[config.mk]
export PLATFORM = sky130hd
export DESIGN_NAME = gain_ramp_mc_flat
export DESIGN_NICKNAME = d
export VERILOG_FILES = /design/src/rtl/gain_ramp_mc_if.sv /design/src/rtl/gain_ramp_mc.sv /design/src/flat_wrapper.sv
export SDC_FILE = /design/constraint.sdc
export NUM_CORES = 1
export LEC_CHECK = 0
export BUFFER_PORTS_ARGS = -buffer_cell sky130_fd_sc_hd__buf_2
export CAP_MARGIN = 20
export CORE_MARGIN = 3
export CORE_UTILIZATION = 50
export DETAILED_ROUTE_END_ITERATION = 8
export GPL_ROUTABILITY_DRIVEN = 0
export MAX_ROUTING_LAYER = met4
export PLACE_DENSITY = 0.74
export SLEW_MARGIN = 5
export SYNTH_ARGS = -nofsm -noshare
export SYNTH_HDL_FRONTEND = slang
export SYNTH_SLANG_ARGS = --single-unit
[constraint.sdc]
create_clock -name clk -period 15.6 [get_ports clk]
set_clock_uncertainty 0.15 [all_clocks]
set_input_delay 1.56 -clock clk [delete_from_list [all_inputs] [get_ports clk]]
set_output_delay 1.56 -clock clk [all_outputs]
set_load 0.01 [all_outputs]
[src/rtl/gain_ramp_mc_if.sv]
// Sample stream bundle for gain_ramp_mc: input stream (s_*) and output stream (m_*).
// The slave modport is the gain stage's view, master is the producer/consumer's view.
interface gain_ramp_mc_if #(
  parameter int unsigned DWIDTH = 16,
  parameter int unsigned CW     = 1
);
  logic                     s_valid;
  logic                     s_ready;
  logic signed [DWIDTH-1:0] s_data;
  logic                     m_valid;
  logic                     m_ready;
  logic signed [DWIDTH-1:0] m_data;
  logic [CW-1:0]            m_chan;
  logic                     m_clip;

  modport slave (
    input  s_valid, s_data, m_ready,
    output s_ready, m_valid, m_data, m_chan, m_clip
  );

  modport master (
    output s_valid, s_data, m_ready,
    input  s_ready, m_valid, m_data, m_chan, m_clip
  );
endinterface

[src/rtl/gain_ramp_mc.sv]
// Multichannel TDM gain stage: one shared Q-format gain, ramped per frame,
// round-half-up rescale with saturation, per-sample bypass, 2-stage globally stalled pipe.
module gain_ramp_mc #(
  parameter int unsigned DWIDTH    = 16,
  parameter int unsigned GWIDTH    = 16,
  parameter int unsigned FBITS     = 12,
  parameter int unsigned NCH       = 2,
  parameter int unsigned RAMP_STEP = 64
) (
  input  logic                     clk,
  input  logic                     rst,
  input  logic                     en,
  input  logic signed [GWIDTH-1:0] gain_tgt,
  input  logic                     gain_ld,
  gain_ramp_mc_if.slave            bus,
  output logic                     ramp_busy
);

  localparam int unsigned CW = (NCH > 1) ? $clog2(NCH) : 1;
  localparam int unsigned PW = DWIDTH + GWIDTH;

  localparam logic signed [GWIDTH-1:0] UNITY  = GWIDTH'(1 << FBITS);
  localparam logic signed [GWIDTH-1:0] STEP_G = GWIDTH'(RAMP_STEP);
  localparam logic signed [GWIDTH:0]   STEP_D = (GWIDTH+1)'(RAMP_STEP);
  localparam logic signed [PW:0]       RND    = (PW+1)'(1 << (FBITS-1));
  localparam logic signed [DWIDTH-1:0] DMAX   = {1'b0, {(DWIDTH-1){1'b1}}};
  localparam logic signed [DWIDTH-1:0] DMIN   = {1'b1, {(DWIDTH-1){1'b0}}};
  localparam logic signed [PW:0]       MAXV   = (PW+1)'(DMAX);
  localparam logic signed [PW:0]       MINV   = (PW+1)'(DMIN);

  logic                     w_adv;
  logic                     w_acc;
  logic                     w_bound;
  logic [CW-1:0]            r_chan;

  logic signed [GWIDTH-1:0] r_cur;
  logic signed [GWIDTH-1:0] r_tgt;
  logic signed [GWIDTH-1:0] w_cur_nxt;
  logic signed [GWIDTH-1:0] w_tgt_nxt;
  logic signed [GWIDTH:0]   w_d;
  logic                     r_busy;

  logic                     r_s1_valid;
  logic                     r_s1_en;
  logic [CW-1:0]            r_s1_chan;
  logic signed [DWIDTH-1:0] r_s1_raw;
  logic signed [PW-1:0]     r_s1_prod;
  logic signed [PW-1:0]     w_prod;

  logic signed [PW:0]       w_sum;
  logic signed [PW:0]       w_r;
  logic signed [DWIDTH-1:0] w_res;
  logic                     w_clip;

  // Whole pipe advances together; a held output stalls everything behind it.
  assign w_adv       = !bus.m_valid || bus.m_ready;
  assign bus.s_ready = w_adv;
  assign w_acc       = bus.s_valid && w_adv;
  assign w_bound     = w_acc && (r_chan == CW'(NCH-1));
  assign ramp_busy   = r_busy;

  // Operands are sign-extended to the full product width, so the product is exact.
  assign w_prod = PW'(bus.s_data) * PW'(r_cur);

  // Ramp step at frame boundary; the difference is taken one bit wider so it cannot wrap.
  always_comb begin
    w_d       = {r_tgt[GWIDTH-1], r_tgt} - {r_cur[GWIDTH-1], r_cur};
    w_cur_nxt = r_cur;
    w_tgt_nxt = gain_ld ? gain_tgt : r_tgt;
    if (w_bound) begin
      if (RAMP_STEP == 0 || (w_d <= STEP_D && w_d >= -STEP_D)) begin
        w_cur_nxt = r_tgt;
      end else if (w_d[GWIDTH]) begin
        w_cur_nxt = r_cur - STEP_G;
      end else begin
        w_cur_nxt = r_cur + STEP_G;
      end
    end
  end

  // Round half up, rescale and saturate; one extra bit keeps the rounding add safe.
  always_comb begin
    w_sum  = {r_s1_prod[PW-1], r_s1_prod} + RND;
    w_r    = w_sum >>> FBITS;
    w_res  = w_r[DWIDTH-1:0];
    w_clip = 1'b0;
    if (w_r > MAXV) begin
      w_res  = DMAX;
      w_clip = 1'b1;
    end else if (w_r < MINV) begin
      w_res  = DMIN;
      w_clip = 1'b1;
    end
  end

  always_ff @(posedge clk) begin
    if (rst) begin
      r_chan      <= '0;
      r_cur       <= UNITY;
      r_tgt       <= UNITY;
      r_busy      <= 1'b0;
      r_s1_valid  <= 1'b0;
      r_s1_en     <= 1'b0;
      r_s1_chan   <= '0;
      r_s1_raw    <= '0;
      r_s1_prod   <= '0;
      bus.m_valid <= 1'b0;
      bus.m_data  <= '0;
      bus.m_chan  <= '0;
      bus.m_clip  <= 1'b0;
    end else begin
      r_cur  <= w_cur_nxt;
      r_tgt  <= w_tgt_nxt;
      r_busy <= (w_cur_nxt != w_tgt_nxt);
      if (w_acc) begin
        r_chan <= (r_chan == CW'(NCH-1)) ? '0 : r_chan + CW'(1);
      end
      if (w_adv) begin
        r_s1_valid  <= bus.s_valid;
        bus.m_valid <= r_s1_valid;
        if (w_acc) begin
          r_s1_prod <= w_prod;
          r_s1_raw  <= bus.s_data;
          r_s1_en   <= en;
          r_s1_chan <= r_chan;
        end
        if (r_s1_valid) begin
          bus.m_data <= r_s1_en ? w_res : r_s1_raw;
          bus.m_chan <= r_s1_chan;
          bus.m_clip <= r_s1_en && w_clip;
        end
      end
    end
  end

endmodule

[src/flat_wrapper.sv]
// flat-port wrapper written by rule: the top's interface ports become plain ports
module gain_ramp_mc_flat 
#(
  parameter int unsigned DWIDTH    = 16,
  parameter int unsigned GWIDTH    = 16,
  parameter int unsigned FBITS     = 12,
  parameter int unsigned NCH       = 2,
  parameter int unsigned RAMP_STEP = 64
)
  (clk, rst, en, gain_tgt, gain_ld, ramp_busy, bus_s_valid, bus_s_data, bus_m_ready, bus_s_ready, bus_m_valid, bus_m_data, bus_m_chan, bus_m_clip);
  gain_ramp_mc_if #(.DWIDTH(DWIDTH), .CW(1)) bus_i ();
  input  logic clk;
  input  logic rst;
  input  logic en;
  input  logic signed [GWIDTH-1:0] gain_tgt;
  input  logic gain_ld;
  output logic ramp_busy;
  input wire logic [$bits(bus_i.s_valid)-1:0] bus_s_valid;
  input wire logic [$bits(bus_i.s_data)-1:0] bus_s_data;
  input wire logic [$bits(bus_i.m_ready)-1:0] bus_m_ready;
  output wire logic [$bits(bus_i.s_ready)-1:0] bus_s_ready;
  output wire logic [$bits(bus_i.m_valid)-1:0] bus_m_valid;
  output wire logic [$bits(bus_i.m_data)-1:0] bus_m_data;
  output wire logic [$bits(bus_i.m_chan)-1:0] bus_m_chan;
  output wire logic [$bits(bus_i.m_clip)-1:0] bus_m_clip;
  assign bus_i.s_valid = bus_s_valid;
  assign bus_i.s_data = bus_s_data;
  assign bus_i.m_ready = bus_m_ready;
  assign bus_s_ready = bus_i.s_ready;
  assign bus_m_valid = bus_i.m_valid;
  assign bus_m_data = bus_i.m_data;
  assign bus_m_chan = bus_i.m_chan;
  assign bus_m_clip = bus_i.m_clip;
  gain_ramp_mc #(.DWIDTH(DWIDTH), .GWIDTH(GWIDTH), .FBITS(FBITS), .NCH(NCH), .RAMP_STEP(RAMP_STEP)) u_core (.clk(clk), .rst(rst), .en(en), .gain_tgt(gain_tgt), .gain_ld(gain_ld), .bus(bus_i), .ramp_busy(ramp_busy));
endmodule
* Yosys cells after proc, flatten, opt, wreduce, memory -nomap -nowiden
Cells that the tools add are included.
** Storage, ports and cells
- RAM bits :: 0
- ROM bits :: 0
- Flip-flop bits (word level) :: 104
- Word-level logic and storage cells :: 42
- Latch bits :: 0
- Memories :: 0
** Operators by class
- Multiplexer cells :: 10
- $lt $le $gt $ge :: 4
- Add/sub/neg operators :: 5
- Shifts and indexed selects :: 0
- Reductions and logical operators :: 8
- Bitwise operators :: 0
- $mul :: 1
- Divide/modulo/power cells :: 0
- Eq/ne operators :: 1
** Operator list (number)
- 2-to-1 mux 16 bit :: 7
- adder 32 x 13 -> 33 bit (second input constant) :: 1
- multiplier 16 x 16 -> 32 bit :: 1
- greater-than comparator 21 x 16 -> 1 bit (second input constant) :: 1
- < comparator 21 x 16 -> 1 bit (second input constant) :: 1
- greater-or-equal comparator 17 x 7 -> 1 bit (second input constant) :: 1
- less-or-equal comparator 17 x 8 -> 1 bit (second input constant) :: 1
- subtractor 16 x 16 -> 17 bit :: 1
- adder 16 x 8 -> 16 bit (second input constant) :: 1
- inequality test 16 bit :: 1
- subtractor 16 x 8 -> 16 bit (second input constant) :: 1
- logical AND 1 bit :: 4
- AND reduction 2 bit :: 2
- 2-to-1 mux 1 bit :: 3
- adder 1 bit (second input constant) :: 1
- zero test 1 bit :: 1
- logical OR 1 bit :: 1

* Logic depth before layout (Yosys ltp)
- Depth in word-level cells :: 6
- Mapped depth :: 29

* Least setup slack after synthesis
No wires, ideal clock.
- Path type :: input to register
- From :: in bus_s_data[15]
- To :: reg u_core.r_s1_prod[30]
- Arrival time :: 7.598 ns
- Stages on the path :: 23
- Path slack :: 7.720 ns
- Path through :: clkbuf_1 nand2_1 fa_1 inv_1 fa_1 fa_1 fa_1 fa_1 inv_1 fa_1 inv_1 ha_1 a21o_1 a21o_1 a21o_1 a21o_1 a21o_1 a41o_1 a21oi_1 o211ai_1 xor2_1 nand2_1 a21oi_1
** On the way
- Word-level cells in the longest chain between the ends :: 1
** Ends and longest elaborated chain
- start: declaration :: line flat_wrapper.sv:19 : input wire logic [$bits(bus_i.s_data)-1:0] bus_s_data;
- multiplier 16 x 16 -> 32 bit :: line gain_ramp_mc.sv:63 : assign w_prod = PW'(bus.s_data) * PW'(r_cur);
- end signal: assignment :: line gain_ramp_mc.sv:122 : r_s1_prod <= w_prod;
- end: declaration :: line gain_ramp_mc.sv:47 : logic signed [PW-1:0] r_s1_prod;
No other way between the ends.
A chain may end at the register's enable or synchronous reset.

* Final worst setup path
Ends and elaborated chain as after synthesis.

==> metrics.cfg <==
[timing]
fmax_mhz = 125.7
setup_viol = 0
fin_tns_setup_ns = 0
hold_ws_ns = 0.2993
period_needed_ns = 7.953
hold_viol = 0
relSlewSlack_pct = 29.68
rsz0062_at_grt = false
drv_slew = 0
period_share_pct = 50.98
tightest_slew_ns = 1.052

[power]
p_leak_nw = 8.053
power_density_nw_per_um2 = 89.74
p_total_w = 0.001485
irDropWorstVdd_mv = 0.05577

[drt]
via_per_inst = 5.521
drt_iter0_markers = 975
top_layer_used = met4
vias = 12504
final_antenna_net_count = 0
post_drt_wl_per_cell_um = 16.09
wl_met1_um = 15130
wl_met2_um = 18490
drc_errors = 0
drt_wl_total_um = 36440
first_pass_iters = 5
met3WireLength_um = 1769

[placed_design]
dp_cells = 2249
io_buffers = 58
dp_hpwl_um = 28250

[min_path]
min_path_cells = 2
hp-class = reg -> reg

[yosys]
syn_area_um2 = 15720
synth_flop_cell = dfxtp_1
synth_cell_types = 70
yosysTopAreaCellShare_pct = 33.49
yosysSeqAreaShare_pct = 11.84
synthTopCellsByCount = inv_1, nand2_1, fa_1
synthTopCellsByArea = fa_1, dfxtp_1, inv_1, ha_1, nand2_1
ys_warn_count = 0
synth_most_common_cell = inv_1
postSynthAreaPerCell_um2 = 8.367
synthCells = 1879
yosysTopAreaCell = fa_1
synth-seq-cells = 93
syn_nets = 2284
async_flop_share_pct = 0
synth_edf_count = 0

[clock_network]
cts_tree = done
clkTransAtPathRegs_ns = 0.07
cts_buffer_depth = 2
clock_latency_ns = 0.36
postCtsSetupBuffers = 0
cts.sinks = 93
ctsHoldBuffers = 0
numCtsBuffers = 9
cts-resized-gates = 0
root_buffer = clkbuf_16
h-tree-depth = 3

[final_layout]
register_area_um2 = 1862
multiInputGateArea_um2 = 12200
finalNonFillerCells = 2265
antenna_cells = 0
area_growth_pct = 5.229
fillers = 2806
drive_above_1_share_pct = 5.297
layout.nets = 2269

[critical_path]
start_kind = primary input
crit_fanout = 17
reg2regPathDepth = 22
required_ns = 15.65
end_kind = flip-flop
path_class = in -> reg
arrival_ns = 8.00

[die]
core_area_um2 = 30830
io_pins = 59
start_util_pct = 50.99
dieArea_um2 = 33610
die_y_um = 183.3
rows = 64
die_w_um = 183.3

[run_status]
status = completed

[grt]
grt_usage_pct = 23.56
grt_remaining_overflow = 0
grt_max_degree = 96
grt_pass1_wl_um = 62910
grt_pass1_vias = 13211
antenna_found_initial = 0

[job]
max_cap_viol_count = 0

## layout by cell type, fill, tap and decap left out, types with 29 or more instances in the layout
master	count
inv_1	349
nand2_1	265
fa_1	263
and2_1	124
ha_1	104
a21oi_1	103
dfxtp_1	93
nor2_1	88
buf_2	58
xnor2_1	56
o21ai_0	33
nor3_1	29
## metrics by stage
stage | util (%) | setup slack (ns) | instance area (um2)
after CTS | 53.66 | 7.625 | 16540
after global routing | 53.66 | 7.144 | 16540
after floorplan | - | 7.720 | 15720
after global placement | 52.58 | 7.358 | 16210
final | 53.66 | 7.647 | 16540
after detailed placement | 52.58 | 7.259 | 16210
## cell type report
cell class,count,share of cell area [%]
timing repair buffer,65,2.072
tap,396,2.995
clock inverter,6,0.6353
inverter,349,7.919
multi-input combinational,1346,73.74
clock buffer,10,1.384
sequential,93,11.25
## flip-flops by register name, summed over array words and instances (netlist names)
name / flops
u_core.r_s1_prod: 21
u_core.bus.m_data: 16
u_core.r_cur: 16
u_core.r_s1_raw: 16
u_core.r_tgt: 16
u_core.bus.m_chan: 1
u_core.bus.m_clip: 1
u_core.bus.m_valid: 1
u_core.r_chan: 1
u_core.r_s1_chan: 1
u_core.r_s1_en: 1
u_core.r_s1_valid: 1
u_core.ramp_busy: 1
## path summary, 6_finish.rpt
check / startpoint / to / slack, ns
setup / recovery: bus_s_data[15] / u_core.r_s1_prod[30] / 7.65
hold / removal: u_core.bus.m_data[8] / u_core.bus.m_data[8] / 0.30
setup reg to reg: u_core.r_cur[1] / u_core.r_s1_prod[30] / 8.29
hold reg to reg: u_core.bus.m_data[8] / u_core.bus.m_data[8] / 0.30
## per-layer routing
metal  global-route usage (%)  up-vias
met5                        -        -
met4                    7.617        0
met3                    2.162       65
met2                    40.80      340
met1                    29.30     6231
li1                         -     5868
## cell families after synthesis
family	share of synthesized area, %
AO/OA/AOI/OAI	11.07
multiplexers	1.703
AND/OR/NAND/NOR	18.76
buffers and inverters	10.56
flip-flops	11.84
XOR/XNOR	4.234
adder cells (fa/ha/maj)	41.83
## worst max-delay path: stages
cell,delay (ns)
buf_2,0.32
nand2_1,0.20
fa_1,0.59
inv_1,0.07
fa_1,0.93
fa_1,0.51
fa_1,0.47
fa_1,0.55
inv_1,0.06
fa_1,0.53
inv_1,0.04
ha_1,0.35
a21o_1,0.18
a21o_1,0.17
a21o_1,0.16
a21o_1,0.18
a21o_1,0.17
a41o_1,0.23
a21oi_1,0.30
o211ai_1,0.14
xor2_1,0.15
nand2_1,0.07
a21oi_1,0.06
## power breakdown
group / total [W] / switching [W] / internal [W]
Combinational: 0.000911 / 0.000532 / 0.000379
Clock: 0.000254 / 0.000110 / 0.000144
Sequential: 0.000320 / 0.0000491 / 0.000271
Total: 0.00148 / 0.000691 / 0.000793
Power figures use the tool's default switching activity.
